**config.mk**
```make
export PLATFORM = sky130hd
export DESIGN_NAME = f1_light_seq
export DESIGN_NICKNAME = d
export VERILOG_FILES = /design/src/rtl/f1_pkg.sv /design/src/rtl/f1_delay_counter.sv /design/src/rtl/f1_light_seq.sv
export SDC_FILE = /design/constraint.sdc
export NUM_CORES = 1
export LEC_CHECK = 0
export ABC_CLOCK_PERIOD_IN_PS = 2350
export CORE_MARGIN = 2
export CORE_UTILIZATION = 40
export DETAILED_ROUTE_END_ITERATION = 6
export GPL_TIMING_DRIVEN = 0
export PLACE_DENSITY = 0.65
export SYNTH_ARGS = -nofsm -noshare
export SYNTH_HDL_FRONTEND = slang
export SYNTH_SLANG_ARGS = --single-unit
```
**constraint.sdc**
```tcl
create_clock -name clk -period 2.35 [get_ports clk]
set_input_delay 0.47 -clock clk [delete_from_list [all_inputs] [get_ports clk]]
set_output_delay 0.47 -clock clk [all_outputs]
set_load 0.02 [all_outputs]
```
**src/rtl/f1_pkg.sv**
```systemverilog
// Shared definitions for the F1 start-light sequencer: state encoding and
// default sizing used by the top level and the hold-delay counter.
package f1_pkg;

  // Default number of lights in the gantry and width of the hold delay.
  localparam int F1_N_LIGHTS = 8;
  localparam int F1_DW       = 8;

  // Sequencer states. IDLE waits for a trigger, FILL lights one lamp per
  // tick, HOLD keeps every lamp on until the hold counter expires.
  typedef enum logic [1:0] {
    IDLE = 2'd0,
    FILL = 2'd1,
    HOLD = 2'd2
  } f1_state_t;

endpackage : f1_pkg

```
**src/rtl/f1_delay_counter.sv**
```systemverilog
// Hold-delay counter for the start-light sequencer. Loads a value, then
// counts down by one on each enabled edge and parks at zero; it never wraps.
module f1_delay_counter
  import f1_pkg::*;
#(
  parameter int DW = F1_DW
) (
  input  logic          clk,
  input  logic          rst_n,
  input  logic          load,
  input  logic [DW-1:0] load_value,
  input  logic          en,
  output logic          zero
);

  logic [DW-1:0] count;

  // Load has priority over counting; a zero count simply holds.
  always_ff @(posedge clk) begin
    // NOTE: sequential state is updated with non-blocking assignments only,
    // so every register samples the pre-edge value of its neighbours.
    if (!rst_n) begin
      count <= '0;
    end else if (load) begin
      count <= load_value;
    end else if (en && (count != '0)) begin
      count <= count - DW'(1);
    end
  end

  assign zero = (count == '0);

endmodule : f1_delay_counter

```
**src/rtl/f1_light_seq.sv**
```systemverilog
// F1 start-light sequencer. On a trigger the lights fill LSB to MSB one per
// enabled tick, stay all-on for delay_q+1 further ticks, then go dark with a
// one-cycle go pulse. Loop mode restarts the fill instead of idling, and
// abort cancels the sequence from any state.
module f1_light_seq
  import f1_pkg::*;
#(
  parameter int N_LIGHTS = F1_N_LIGHTS,
  parameter int DW       = F1_DW
) (
  input  logic                clk,
  input  logic                rst_n,
  input  logic                en,
  input  logic                trigger,
  input  logic                abort,
  input  logic                loop,
  input  logic [DW-1:0]       delay_in,
  output logic [N_LIGHTS-1:0] data_out,
  output logic                busy,
  output logic                go
);

  f1_state_t           state;
  f1_state_t           state_next;
  logic [N_LIGHTS-1:0] data_next;
  logic                go_next;
  logic [DW-1:0]       delay_q;
  logic [DW-1:0]       delay_next;
  logic                cnt_load;
  logic                cnt_en;
  logic                cnt_zero;

  // The hold counter is loaded with the latched delay when the pattern
  // reaches all-ones and counts only on HOLD ticks that do not expire.
  f1_delay_counter #(
    .DW(DW)
  ) u_hold_cnt (
    .clk       (clk),
    .rst_n     (rst_n),
    .load      (cnt_load),
    .load_value(delay_q),
    .en        (cnt_en),
    .zero      (cnt_zero)
  );

  // Next-state, next-pattern and go decode; abort overrides everything.
  always_comb begin
    // NOTE: every signal written here gets a default first, so no path
    // through the case statement can leave a value undriven (no latches).
    state_next = state;
    data_next  = data_out;
    go_next    = 1'b0;
    delay_next = delay_q;
    cnt_load   = 1'b0;
    cnt_en     = 1'b0;

    if (abort) begin
      state_next = IDLE;
      data_next  = '0;
    end else begin
      unique case (state)
        IDLE: begin
          data_next = '0;
          // The trigger is sampled every edge, independent of the tick.
          if (trigger) begin
            state_next = FILL;
            delay_next = delay_in;
          end
        end

        FILL: begin
          if (en) begin
            data_next = {data_out[N_LIGHTS-2:0], 1'b1};
            // The lamp below the MSB already lit means this tick completes
            // the pattern, so the hold count starts now.
            if (data_out[N_LIGHTS-2]) begin
              state_next = HOLD;
              cnt_load   = 1'b1;
            end
          end
        end

        HOLD: begin
          if (en) begin
            if (cnt_zero) begin
              data_next = '0;
              go_next   = 1'b1;
              if (loop) begin
                state_next = FILL;
                delay_next = delay_in;
              end else begin
                state_next = IDLE;
              end
            end else begin
              cnt_en = 1'b1;
            end
          end
        end

        default: begin
          state_next = IDLE;
          data_next  = '0;
        end
      endcase
    end
  end

  // State, pattern, go pulse and latched delay registers.
  always_ff @(posedge clk) begin
    if (!rst_n) begin
      state    <= IDLE;
      data_out <= '0;
      go       <= 1'b0;
      delay_q  <= '0;
    end else begin
      state    <= state_next;
      data_out <= data_next;
      go       <= go_next;
      delay_q  <= delay_next;
    end
  end

  // Busy is a pure decode of the state, so it falls together with go.
  assign busy = (state != IDLE);

endmodule : f1_light_seq

```
# Word level (Yosys, flattened, before mapping)
# Cells that the tools add are included.
# word_totals
register_bits	27
in_bits	14
output_inout_bits	10
elab_cells	57
# classes
n_addsub	1
eq_ne	8
n_mux	27
bitwise_logic	4
n_reduce_logical	12
# op_table
op	count
$mux W8	9
$pmux W8 S2	2
$ne A2 B2 Y1 const B	6
$mux W1	10
$mux W2	5
$logic_not A8 Y1	1
$reduce_bool A8 Y1	1
$sub A8 B1 Y8 const B	1
$pmux W2 S3	1
$reduce_and A6 Y1	1
$reduce_bool A2 Y1	3
$reduce_and A5 Y1	1
$not A1 Y1	4
$reduce_or A4 Y1	1
$reduce_and A3 Y1	1
$eq A2 B1 Y1 const B	1
$eq A2 B2 Y1 const B	1
$logic_not A2 Y1	1
$reduce_or A2 Y1	1
$logic_and A1 B1 Y1	1

# Logic depth before layout (Yosys ltp)
# Gate-level depths: netlist of the first run.
# logic_depth
depth_word	8
mapped_depth	6
ltp_nobuf	6

# Hierarchy
# A second synthesis of the first run with hierarchy kept.
# hier_totals
hier_cells	147
hier_area_um2	1312.5
# by_module_without_submodules
module	instances	cells_each	area_per_inst_um2	seq_area_each_um2
f1_light_seq	1	89	804.5	380.4
f1_delay_counter	1	58	508.0	160.2

# Worst setup path before layout of the first run
# No wires, ideal clock.
# synth_path
kind	register to register
start	register u_hold_cnt.count[0]
end	register delay_q[0]
setup_ns	0.072
arrival_time_ns	1.755
t_required_ns	2.278
path_slack_ns	0.523
stages_incl_launch_ff	7
n_path_buf	0
period_less_slack_ns	1.827
path_cell_list	dfxtp_1 inv_1 ha_1 nor4b_4 a31oi_2 nor4_4 mux2i_1
# synth_between
elab_chain_len	3
# synth_lines
element	line	source
from (decl)	f1_delay_counter.sv:16	logic [DW-1:0] count;
from (signal assigned)	f1_delay_counter.sv:25	count <= load_value;
from (signal assigned)	f1_delay_counter.sv:27	count <= count - DW'(1);
$logic_not A8 Y1	f1_delay_counter.sv:31	assign zero = (count == '0);
$ne A2 B2 Y1 (no source line)	n/a	
$reduce_and A6 Y1 (no source line)	n/a	
to (signal assigned)	f1_light_seq.sv:119	delay_q <= delay_next;
to (decl)	f1_light_seq.sv:27	logic [DW-1:0] delay_q;
# Every way passes these cells.
# A chain may end at the register's enable or synchronous reset.

# Final worst setup path of the first run
# layout_path
start	register state[0]
end	output busy
# layout_between
elab_chain_len	1
# layout_lines
element	line	source
from (decl)	f1_light_seq.sv:23	f1_state_t state;
from (signal assigned)	f1_light_seq.sv:116	state <= state_next;
$reduce_bool A2 Y1	f1_light_seq.sv:124	assign busy = (state != IDLE);
to (decl)	f1_light_seq.sv:19	output logic busy,
# Every way passes these cells.

==> impl_metrics.py, run 1 <==
metrics = {
    "worst_setup_path": {
        "rr_startpoint": "u_hold_cnt.count[0]",
        "worstPathCellList": "clkbuf_1 > or2_2 > clkdlybuf4s50_1",
        "rrSetupSlack_ns": 0.34,
        "cp.required_ns": 1.88,
        "crit_start": "state[0]",
        "worst_ep_arrival_time_ns": 1.71,
        "timing.reg2reg.worst_path_depth": 6,
        "timing.critical_path.to_type": "output port",
        "timing.critical_path.fanout_max": 8,
        "crit_buf_inv": 2,
        "critPathLaunchType": "flop",
        "crit_family": "buffers and inverters",
        "cp_slowest_cell": "sky130_fd_sc_hd__clkdlybuf4s50_1",
        "timing.setup.critical_path_class": "reg2out",
        "regToRegEndpoint": "data_out[2]",
        "critical_path.max_stage_delay_ns": 0.59,
    },
    "power_and_ir_drop": {
        "p_int_mw": 0.570,
        "peakVddDrop_mv": 0.271,
        "p_clk_share_pct": 26.0,
        "total_switching_power_mw": 0.170,
        "pwr-share-seq_pct": 63.5,
        "sw_frac_of_total_pct": 23.0,
        "cellLeakagePower_nw": 0.543,
        "power_frac_comb_pct": 10.5,
        "total_power_mw": 0.740,
        "p_per_area_nw_per_um2": 467,
    },
    "grt": {
        "grt_antenna_before_repair": 0,
        "grt_start_max_net_pins": 16,
        "grt_remaining_overflow": 0,
        "grt_first_pass_wirelength_mm": 4.55,
        "track_usage_pct": 16.7,
        "first_global_vias": 1045,
    },
    "floorplan": {
        "die_span_x_microns": 60.1,
        "boundaryPins": 24,
        "die_h_microns": 60.1,
        "initial_utilization_pct": 41.6,
        "core.rowCount": 20,
        "core_area_sq_um": 3030,
        "die_area_sq_um": 3620,
    },
    "routing": {
        "vias": 1123,
        "antenna_left": 0,
        "wire_per_inst_microns": 12.9,
        "detail_route.iter0.violations": 35,
        "route.final.wire_length_mm": 2.73,
        "route.detailed.drc": 0,
        "drtPass1Iterations": 4,
        "post_drt_via_cell_ratio": 5.32,
    },
    "hold_path": {
        "worst_hold_path_ep": "delay_q[0]",
        "hold_path.class": "reg2reg",
        "whs_path_depth": 2,
        "hold_path.startpoint": "delay_q[0]",
    },
    "clock_tree": {
        "cts-resized-gates": 0,
        "cts_setup_buffers": 0,
        "clkSlewWorstSetupHoldPaths_ns": 0.14,
        "cts_tree": "yes",
        "depth_of_the_cts_h_tree": 1,
        "clock_root_buffer": "sky130_fd_sc_hd__clkbuf_4",
        "clock_latency_ns": 0.31,
        "cts.sink_count": 27,
        "post_cts_hold_buffer_count": 0,
        "max-clock-path-buffers": 2,
        "cts_buffers": 3,
    },
    "logic_synthesis": {
        "synth.area.mux_share_pct": 7.94,
        "synth_area_per_cell_sq_um": 9.00,
        "mappedNetlistArea_sq_um": 1260,
        "synth-compound-area-share_pct": 20.0,
        "yosysWarnings": 0,
        "ys_seq_area_share_pct": 42.9,
        "synth_cells": 140,
        "ys.flop_type": "sky130_fd_sc_hd__dfxtp_1",
        "synth_enable_flop_cells": 0,
        "post_synth_fa_ha_maj_area_fraction_pct": 1.99,
        "cell_accounting_for_the_most_synthesized_area": "sky130_fd_sc_hd__dfxtp_1",
        "synth-seq-cells": 27,
        "synth-async-reset-ratio_pct": 0,
        "syn_nets": 156,
        "post_synth_xor_area_fraction_pct": 0,
        "synth.top_cells.by_area": "sky130_fd_sc_hd__dfxtp_1 43%, sky130_fd_sc_hd__nand2_1 8.6%, sky130_fd_sc_hd__mux2i_1 7.9%, sky130_fd_sc_hd__o22ai_1 4.0%, sky130_fd_sc_hd__a21oi_1 2.8%",
        "synth_simple_gate_area_share_pct": 23.6,
        "synthDistinctLibCells": 36,
        "synth_top_family_by_area": "simple AND/OR/NAND/NOR gates",
        "post-synth-top-area-fraction_pct": 42.9,
    },
    "sta": {
        "final-hold-violation-count": 0,
        "maxClockFrequency_mhz": 458,
        "setup_viol": 0,
        "finalCriticalPeriod_ns": 2.18,
        "fin_worst_skew_ns": 0.00123,
        "tns_ns": 0,
        "grt_setup_unrepaired": "false",
        "least_margin_pin_slew_ns": 0.635,
        "final_max_slew_viol_count": 0,
        "max-slew-margin-rel_pct": 57.5,
        "min_period_over_period_pct": 92.9,
    },
    "final_layout": {
        "drive_gt1_share_pct": 6.59,
        "fin_nets": 184,
        "areaGrowthSynthToFinish_pct": 25.6,
        "post_route_non_filler_standard_cell_count": 211,
        "antenna-diode-count": 0,
    },
    "outcome": {
        "run_status": "finished clean",
    },
    "placed_design": {
        "detailed_place_hpwl_mm": 2.12,
        "place_congestion": 0.886,
        "placedCellCount": 206,
        "numPortBuffers": 22,
    },
    "job": {
        "max_cap_violations": 0,
    },
}
==> sequential cells by signal (all words and copies together) (netlist names) <==
| signal | cells |
|---|---|
| go | 1 |
| delay_q | 8 |
| data_out | 8 |
| state | 2 |
| u_hold_cnt.count | 8 |
==> power by group through the flow <==
stage	Sequential (mW)	Clock (mW)	Combinational [mW]
after global placement	0.480	0	0.0712
after detailed placement	0.480	0	0.0736
after global routing	0.471	0.222	0.0854
after floorplan	0.479	0	0.0400
final	0.470	0.192	0.0773
after CTS	0.470	0.206	0.0736
==> cells in the mapped netlist (all sizes together) (2+ instances only) <==
cell type and number:
nand2 29, dfxtp 27, mux2i 10, o22ai 8, a21oi 7, inv 7, nor2 7, clkbuf 5
a32oi 4, a31oi 3, o211ai 3, ha 2, nand2b 2, nand3 2, nand4b 2, nor3 2
o311ai 2
==> area by class of cell <==
class,count,area (sq um)
clock buffer,3,22.5
buffer,5,18.8
multi-input combinational,101,674
sequential,27,541
inverter,7,26.3
tap,44,55.1
clock inverter,1,5.00
timing repair buffer,23,240
fill,292,1450
==> metal layers <==
metal  part of all wire, %  GRT usage (%)  vias up  wire length, microns
met4                  0.70           5.71        0                    19
li1                      -              -      570                     -
met5                     0              0        -                     0
met1                    46           20.2      527                  1260
met3                   5.0           2.81        2                   135
met2                    48           29.5       24                  1320
==> cell families after synthesis <==
group                      count (synthesis)
and+or+nand+nor                           55
muxes                                     10
adders and majority gates                  2
DFF                                       27
buffers and inverters                     12
AOI/OAI and AO/OA                         34
==> metrics by stage <==
| step | util, % | area [sq um] | worst slack [ns] | hold slack (ns) |
|---|---|---|---|---|
| floorplan | - | 1260 | 0.523 | 0.434 |
| global placement | 50.7 | 1540 | 0.196 | 0.446 |
| detailed placement | 50.7 | 1540 | 0.148 | 0.459 |
| CTS | 51.6 | 1560 | 0.134 | 0.478 |
| global route | 52.3 | 1580 | 0.0604 | 0.500 |
| finish | 52.3 | 1580 | 0.168 | 0.472 |
==> tightest hold or removal path: stages, from the launching register on <==
cell                      delay (ns)
sky130_fd_sc_hd__dfxtp_1        0.34
sky130_fd_sc_hd__nand2_1        0.05
sky130_fd_sc_hd__mux2i_1        0.05
==> cells in the final DEF, fill, tap and decap left out, types with 2 or more instances in the layout <==
cell type                         instances
sky130_fd_sc_hd__o211ai_1                 3
sky130_fd_sc_hd__clkbuf_1                 5
sky130_fd_sc_hd__a32oi_1                  4
sky130_fd_sc_hd__a21oi_1                  7
sky130_fd_sc_hd__nor2_1                   7
sky130_fd_sc_hd__inv_1                    7
sky130_fd_sc_hd__dfxtp_1                 27
sky130_fd_sc_hd__o311ai_0                 2
sky130_fd_sc_hd__ha_1                     2
sky130_fd_sc_hd__nand3_1                  2
sky130_fd_sc_hd__mux2i_1                 10
sky130_fd_sc_hd__clkdlybuf4s50_1         22
sky130_fd_sc_hd__nand2b_1                 2
sky130_fd_sc_hd__nand2_1                 29
sky130_fd_sc_hd__nand4b_1                 2
sky130_fd_sc_hd__nor3_1                   2
sky130_fd_sc_hd__clkbuf_4                 3
sky130_fd_sc_hd__o22ai_1                  8
sky130_fd_sc_hd__a31oi_1                  2
==> worst max path at each step <==
| stage | to | slack, ns | depth (start not counted) |
|---|---|---|---|
| after floorplan | delay_q[0] | 0.52 | 6 |
| after global routing | busy | 0.06 | 3 |
| after CTS | delay_q[5] | 0.13 | 6 |
| after detailed placement | delay_q[5] | 0.15 | 6 |
| final | busy | 0.17 | 3 |
| after global placement | u_hold_cnt.count[7] | 0.20 | 5 |
Note: power is estimated with default switching activity, not from simulation.
==> run 2, diff against run 1 <==
GPL_ROUTABILITY_DRIVEN = 0   (was default)
==> run 2 against run 1 <==
Cell area down 1.3%. Global-route usage up 0.48 points. Core utilization down 0.66 points. Largest power group unchanged. Clock skew up 0.012 ns. First-iteration DRC count down 5.7%. Die area unchanged. Wire length up 3.6%. Setup slack worse by 0.014 ns. Highest routed layer unchanged. Sequential cell count unchanged.
==> impl_metrics.py, run 2 (synthesized netlist as in run 1, its figures left out) <==
metrics = {
    "power_and_ir_drop": {
        "p_per_area_nw_per_um2": 474,
        "peakVddDrop_mv": 0.186,
        "cellLeakagePower_nw": 0.535,
    },
    "floorplan": {
        "core_area_sq_um": 3030,
        "die_h_microns": 60.1,
        "die_area_sq_um": 3620,
        "core.rowCount": 20,
        "initial_utilization_pct": 41.6,
        "die_span_x_microns": 60.1,
        "boundaryPins": 24,
    },
    "final_layout": {
        "biggestRegsByFlops": "data_out x8, delay_q x8, u_hold_cnt.count x8",
        "layout_filler_cell_count": 293,
        "fin_area_sq_um": 1560,
        "post_route_non_filler_standard_cell_count": 210,
        "areaGrowthSynthToFinish_pct": 24.0,
        "antenna-diode-count": 0,
        "layout_commonest_cell": "sky130_fd_sc_hd__nand2_1",
        "drive_gt1_share_pct": 6.02,
        "fin_nets": 183,
        "layout_common_cells": "29 x sky130_fd_sc_hd__nand2_1, 27 x sky130_fd_sc_hd__dfxtp_1, 22 x sky130_fd_sc_hd__clkdlybuf4s50_1",
    },
    "placed_design": {
        "placedCellCount": 206,
        "detailedPlace.worstSlack_ns": 0.186,
        "numPortBuffers": 22,
        "detailed_place.area_sq_um": 1540,
        "detailed_place_hpwl_mm": 2.14,
    },
    "worst_setup_path": {
        "timing.critical_path.to_type": "output port",
        "critPathLaunchType": "flop",
        "timing.critical_path.fanout_max": 8,
        "cp.required_ns": 1.88,
        "worst_ep_arrival_time_ns": 1.73,
        "timing.setup.critical_path_class": "reg2out",
    },
    "routing": {
        "drtPass1Iterations": 4,
        "wire_per_inst_microns": 13.4,
        "detail_route.iter0.violations": 33,
        "post_drt_via_cell_ratio": 5.49,
        "antenna_left": 0,
        "vias": 1152,
        "route.final.wire_length_mm": 2.82,
        "route.detailed.drc": 0,
    },
    "grt": {
        "global_route.peak_usage_layer": "met2",
        "use_met2_pct": 28.9,
        "use_met3_pct": 4.55,
        "grt.met1_usage_pct": 21.0,
        "first_global_vias": 1086,
        "grt_start_max_net_pins": 16,
        "grt_antenna_before_repair": 0,
        "grt_first_pass_wirelength_mm": 4.68,
        "track_usage_pct": 17.2,
        "grt_remaining_overflow": 0,
    },
    "sta": {
        "least_margin_pin_slew_ns": 0.752,
        "final-hold-violation-count": 0,
        "maxClockFrequency_mhz": 455,
        "setup_viol": 0,
        "final_max_slew_viol_count": 0,
        "worst_hold_check_slack_ns": 0.473,
        "tns_ns": 0,
        "min_period_over_period_pct": 93.5,
        "finalCriticalPeriod_ns": 2.20,
        "max-slew-margin-rel_pct": 49.5,
        "grt_setup_unrepaired": "false",
        "fin_worst_skew_ns": 0.0132,
        "final_critical_path_setup_slack_ns": 0.154,
    },
    "clock_tree": {
        "cts.sink_count": 27,
        "depth_of_the_cts_h_tree": 1,
        "max-clock-path-buffers": 2,
        "cts_setup_buffers": 0,
        "cts_tree": "yes",
        "clock_root_buffer": "sky130_fd_sc_hd__clkbuf_4",
        "post_cts_hold_buffer_count": 0,
        "cts_buffers": 3,
        "clkSlewWorstSetupHoldPaths_ns": 0.15,
        "cts-resized-gates": 0,
        "clock_latency_ns": 0.32,
    },
    "job": {
        "max_cap_violations": 0,
    },
    "outcome": {
        "run_status": "finished clean",
    },
    "hold_path": {
        "hold_path.class": "reg2reg",
    },
}
[run 2: cell count changes in the layout (fill, tap and decap cells not counted)]
cell / change
sky130_fd_sc_hd__buf_12: -1
[run 2: path summary, 6_finish.rpt]
path	from	end	cells after the start	slack, ns
setup / recovery	state[0]	busy	3	0.15
hold / removal	delay_q[1]	delay_q[1]	2	0.47
setup reg to reg	u_hold_cnt.count[0]	delay_q[5]	6	0.24
hold reg to reg	delay_q[1]	delay_q[1]	2	0.47
[run 2: routing by layer]
metal | wire length, microns | vias up | part of all wire (%)
li1 | - | 571 | -
met1 | 1350 | 545 | 48
met2 | 1320 | 32 | 47
met3 | 126 | 4 | 4.5
met4 | 29 | 0 | 1.0
met5 | 0 | - | 0
[run 2: area by class of cell]
cell class / instances / area, sq um / share of cell area [%]
Clock buffer: 3 / 22.5 / 1.44
Timing Repair Buffer: 22 / 220 / 14.1
Buffer: 5 / 18.8 / 1.20
Inverter: 7 / 26.3 / 1.68
Clock inverter: 1 / 5.00 / 0.320
Tap cell: 44 / 55.1 / 3.52
Sequential cell: 27 / 541 / 34.6
Multi-Input combinational cell: 101 / 674 / 43.2
[run 2: stage by stage]
step	util (%)	power, mW
5_1_grt	51.6	0.776
4_1_cts	51.6	0.745
3_5_place_dp	50.7	0.554
3_3_place_gp	50.7	0.551
6_report	51.6	0.742
2_1_floorplan	-	0.519
[run 2: where the power goes]
part           switching, mW  internal [mW]
Clock                  0.135         0.0637
Sequential           0.00402          0.466
Combinational         0.0364         0.0368
Total                  0.175          0.567
[run 2: worst max-delay path, stage by stage, from the launching register on]
cell,delay (ns)
sky130_fd_sc_hd__dfxtp_1,0.34
sky130_fd_sc_hd__clkbuf_1,0.29
sky130_fd_sc_hd__or2_2,0.18
sky130_fd_sc_hd__clkdlybuf4s50_1,0.59
==> run 3, diff against run 2 <==
CORE_MARGIN = 4   (was 2)
==> run 3 against run 2 <==
Critical endpoint unchanged. Critical path type unchanged. Global-route usage decreased by 2.7 points. Cell area increased by 1.3%. Highest routed layer unchanged. Hold slack got worse by 0.0033 ns.
==> impl_metrics.py, run 3 (synthesized netlist as in run 1, its figures left out) <==
metrics = {
    "power_and_ir_drop": {
        "cellLeakagePower_nw": 0.543,
        "p_per_area_nw_per_um2": 473,
        "peakVddDrop_mv": 0.234,
        "pwr-share-seq_pct": 62.7,
        "total_switching_power_mw": 0.179,
        "sw_frac_of_total_pct": 23.9,
        "power_frac_comb_pct": 10.4,
        "p_clk_share_pct": 26.9,
        "p_int_mw": 0.570,
    },
    "sta": {
        "min_period_over_period_pct": 92.7,
        "tns_ns": 0,
        "grt_setup_unrepaired": "false",
        "final-hold-violation-count": 0,
        "maxClockFrequency_mhz": 459,
        "fin_worst_skew_ns": 0.00228,
        "worst_hold_check_slack_ns": 0.470,
        "max-slew-margin-rel_pct": 58.3,
        "least_margin_pin_slew_ns": 0.623,
        "finalCriticalPeriod_ns": 2.18,
        "setup_viol": 0,
        "final_max_slew_viol_count": 0,
    },
    "placed_design": {
        "detailed_place_hpwl_mm": 2.14,
        "numPortBuffers": 22,
    },
    "routing": {
        "vias": 1133,
        "drtPass1Iterations": 4,
        "post_drt_via_cell_ratio": 5.37,
        "wire_per_inst_microns": 13.4,
        "route.detailed.drc": 0,
        "detail_route.iter0.violations": 46,
        "antenna_left": 0,
        "route.final.wire_length_mm": 2.82,
    },
    "final_layout": {
        "drive_gt1_share_pct": 6.59,
        "areaGrowthSynthToFinish_pct": 25.6,
        "fin_nets": 184,
        "layout_commonest_cell": "sky130_fd_sc_hd__nand2_1",
        "antenna-diode-count": 0,
        "biggestRegsByFlops": "data_out x8, delay_q x8, u_hold_cnt.count x8",
        "layout_common_cells": "29 x sky130_fd_sc_hd__nand2_1, 27 x sky130_fd_sc_hd__dfxtp_1, 22 x sky130_fd_sc_hd__clkdlybuf4s50_1",
        "layout_filler_cell_count": 286,
    },
    "grt": {
        "grt_antenna_before_repair": 0,
        "grt_start_max_net_pins": 16,
        "track_usage_pct": 14.5,
        "grt_remaining_overflow": 0,
        "first_global_vias": 1104,
        "grt_first_pass_wirelength_mm": 4.91,
    },
    "clock_tree": {
        "clock_root_buffer": "sky130_fd_sc_hd__clkbuf_4",
        "cts_tree": "yes",
        "cts_buffers": 3,
        "cts.sink_count": 27,
        "max-clock-path-buffers": 2,
        "clock_latency_ns": 0.33,
        "depth_of_the_cts_h_tree": 1,
        "clkSlewWorstSetupHoldPaths_ns": 0.14,
        "cts-resized-gates": 0,
    },
    "worst_setup_path": {
        "critPathLaunchType": "flop",
        "timing.setup.critical_path_class": "reg2out",
        "timing.reg2reg.worst_path_depth": 6,
        "timing.critical_path.fanout_max": 8,
        "worst_ep_arrival_time_ns": 1.71,
        "rr_startpoint": "u_hold_cnt.count[0]",
        "timing.critical_path.to_type": "output port",
        "crit_start": "state[0]",
        "cp.required_ns": 1.88,
    },
    "hold_path": {
        "hold_path.startpoint": "delay_q[2]",
        "hold_path.class": "reg2reg",
        "whs_path_depth": 2,
    },
    "floorplan": {
        "core.rowCount": 20,
        "initial_utilization_pct": 41.6,
        "die_span_x_microns": 64.1,
        "die_h_microns": 64.1,
        "die_area_sq_um": 4110,
        "boundaryPins": 24,
        "core_area_sq_um": 3030,
    },
    "outcome": {
        "run_status": "finished clean",
    },
    "job": {
        "max_cap_violations": 0,
    },
}
run 3: cell types whose count changed in the layout (fill, tap and decap cells not counted):
| cell | previous run | this run |
|---|---|---|
| sky130_fd_sc_hd__buf_12 | 0 | 1 |
run 3: metal layers:
| layer | vias to the layer above | GRT usage [%] | routed length (microns) |
|---|---|---|---|
| met5 | - | 0 | 0 |
| met4 | 0 | 5.80 | 29 |
| met3 | 4 | 2.64 | 122 |
| met2 | 27 | 24.6 | 1320 |
| met1 | 527 | 18.0 | 1350 |
| li1 | 575 | - | - |
run 3: area by class of cell:
cell class / instances / area [sq um] / share of cell area [%]
multi-input combinational: 101 / 674 / 42.6
buffer: 5 / 18.8 / 1.19
timing repair buffer: 23 / 240 / 15.2
inverter: 7 / 26.3 / 1.66
clock buffer: 3 / 22.5 / 1.42
clock inverter: 1 / 5.00 / 0.316
tap: 44 / 55.1 / 3.48
sequential: 27 / 541 / 34.2
run 3: worst paths after layout:
check                endpoint  slack (ns)
hold reg to reg    delay_q[2]        0.47
setup reg to reg  data_out[6]        0.31
hold / removal     delay_q[2]        0.47
setup / recovery         busy        0.17
run 3: power groups by stage:
stage          clock network [mW]  logic (mW)  registers, mW
3_5_place_dp                    0      0.0736          0.480
6_report                    0.202      0.0775          0.470
3_3_place_gp                    0      0.0710          0.480
5_1_grt                     0.227      0.0843          0.471
4_1_cts                     0.208      0.0738          0.470
2_1_floorplan                   0      0.0400          0.479
run 3: stage by stage:
step / worst slack [ns] / total power, mW / util, % / cell area [sq um] / std cells
after floorplan: 0.523 / 0.519 / - / 1260 / 140
after global placement: 0.192 / 0.551 / 50.7 / 1540 / 206
after detailed placement: 0.0843 / 0.553 / 50.7 / 1540 / 206
after CTS: 0.0430 / 0.752 / 51.6 / 1560 / 210
after global routing: 0.110 / 0.782 / 52.3 / 1580 / 211
final: 0.172 / 0.749 / 52.3 / 1580 / 211
run 3: worst max-delay path: stages (launching register included):
cell	delay, ns
sky130_fd_sc_hd__dfxtp_1	0.34
sky130_fd_sc_hd__clkbuf_1	0.28
sky130_fd_sc_hd__or2_2	0.17
sky130_fd_sc_hd__clkdlybuf4s50_1	0.59
run 3: what timing repair did:
item | in CTS | in global routing
buffers inserted | 0 | 1
hold buffers | 0 | 0
endpoints found under the setup margin | 0 | 8
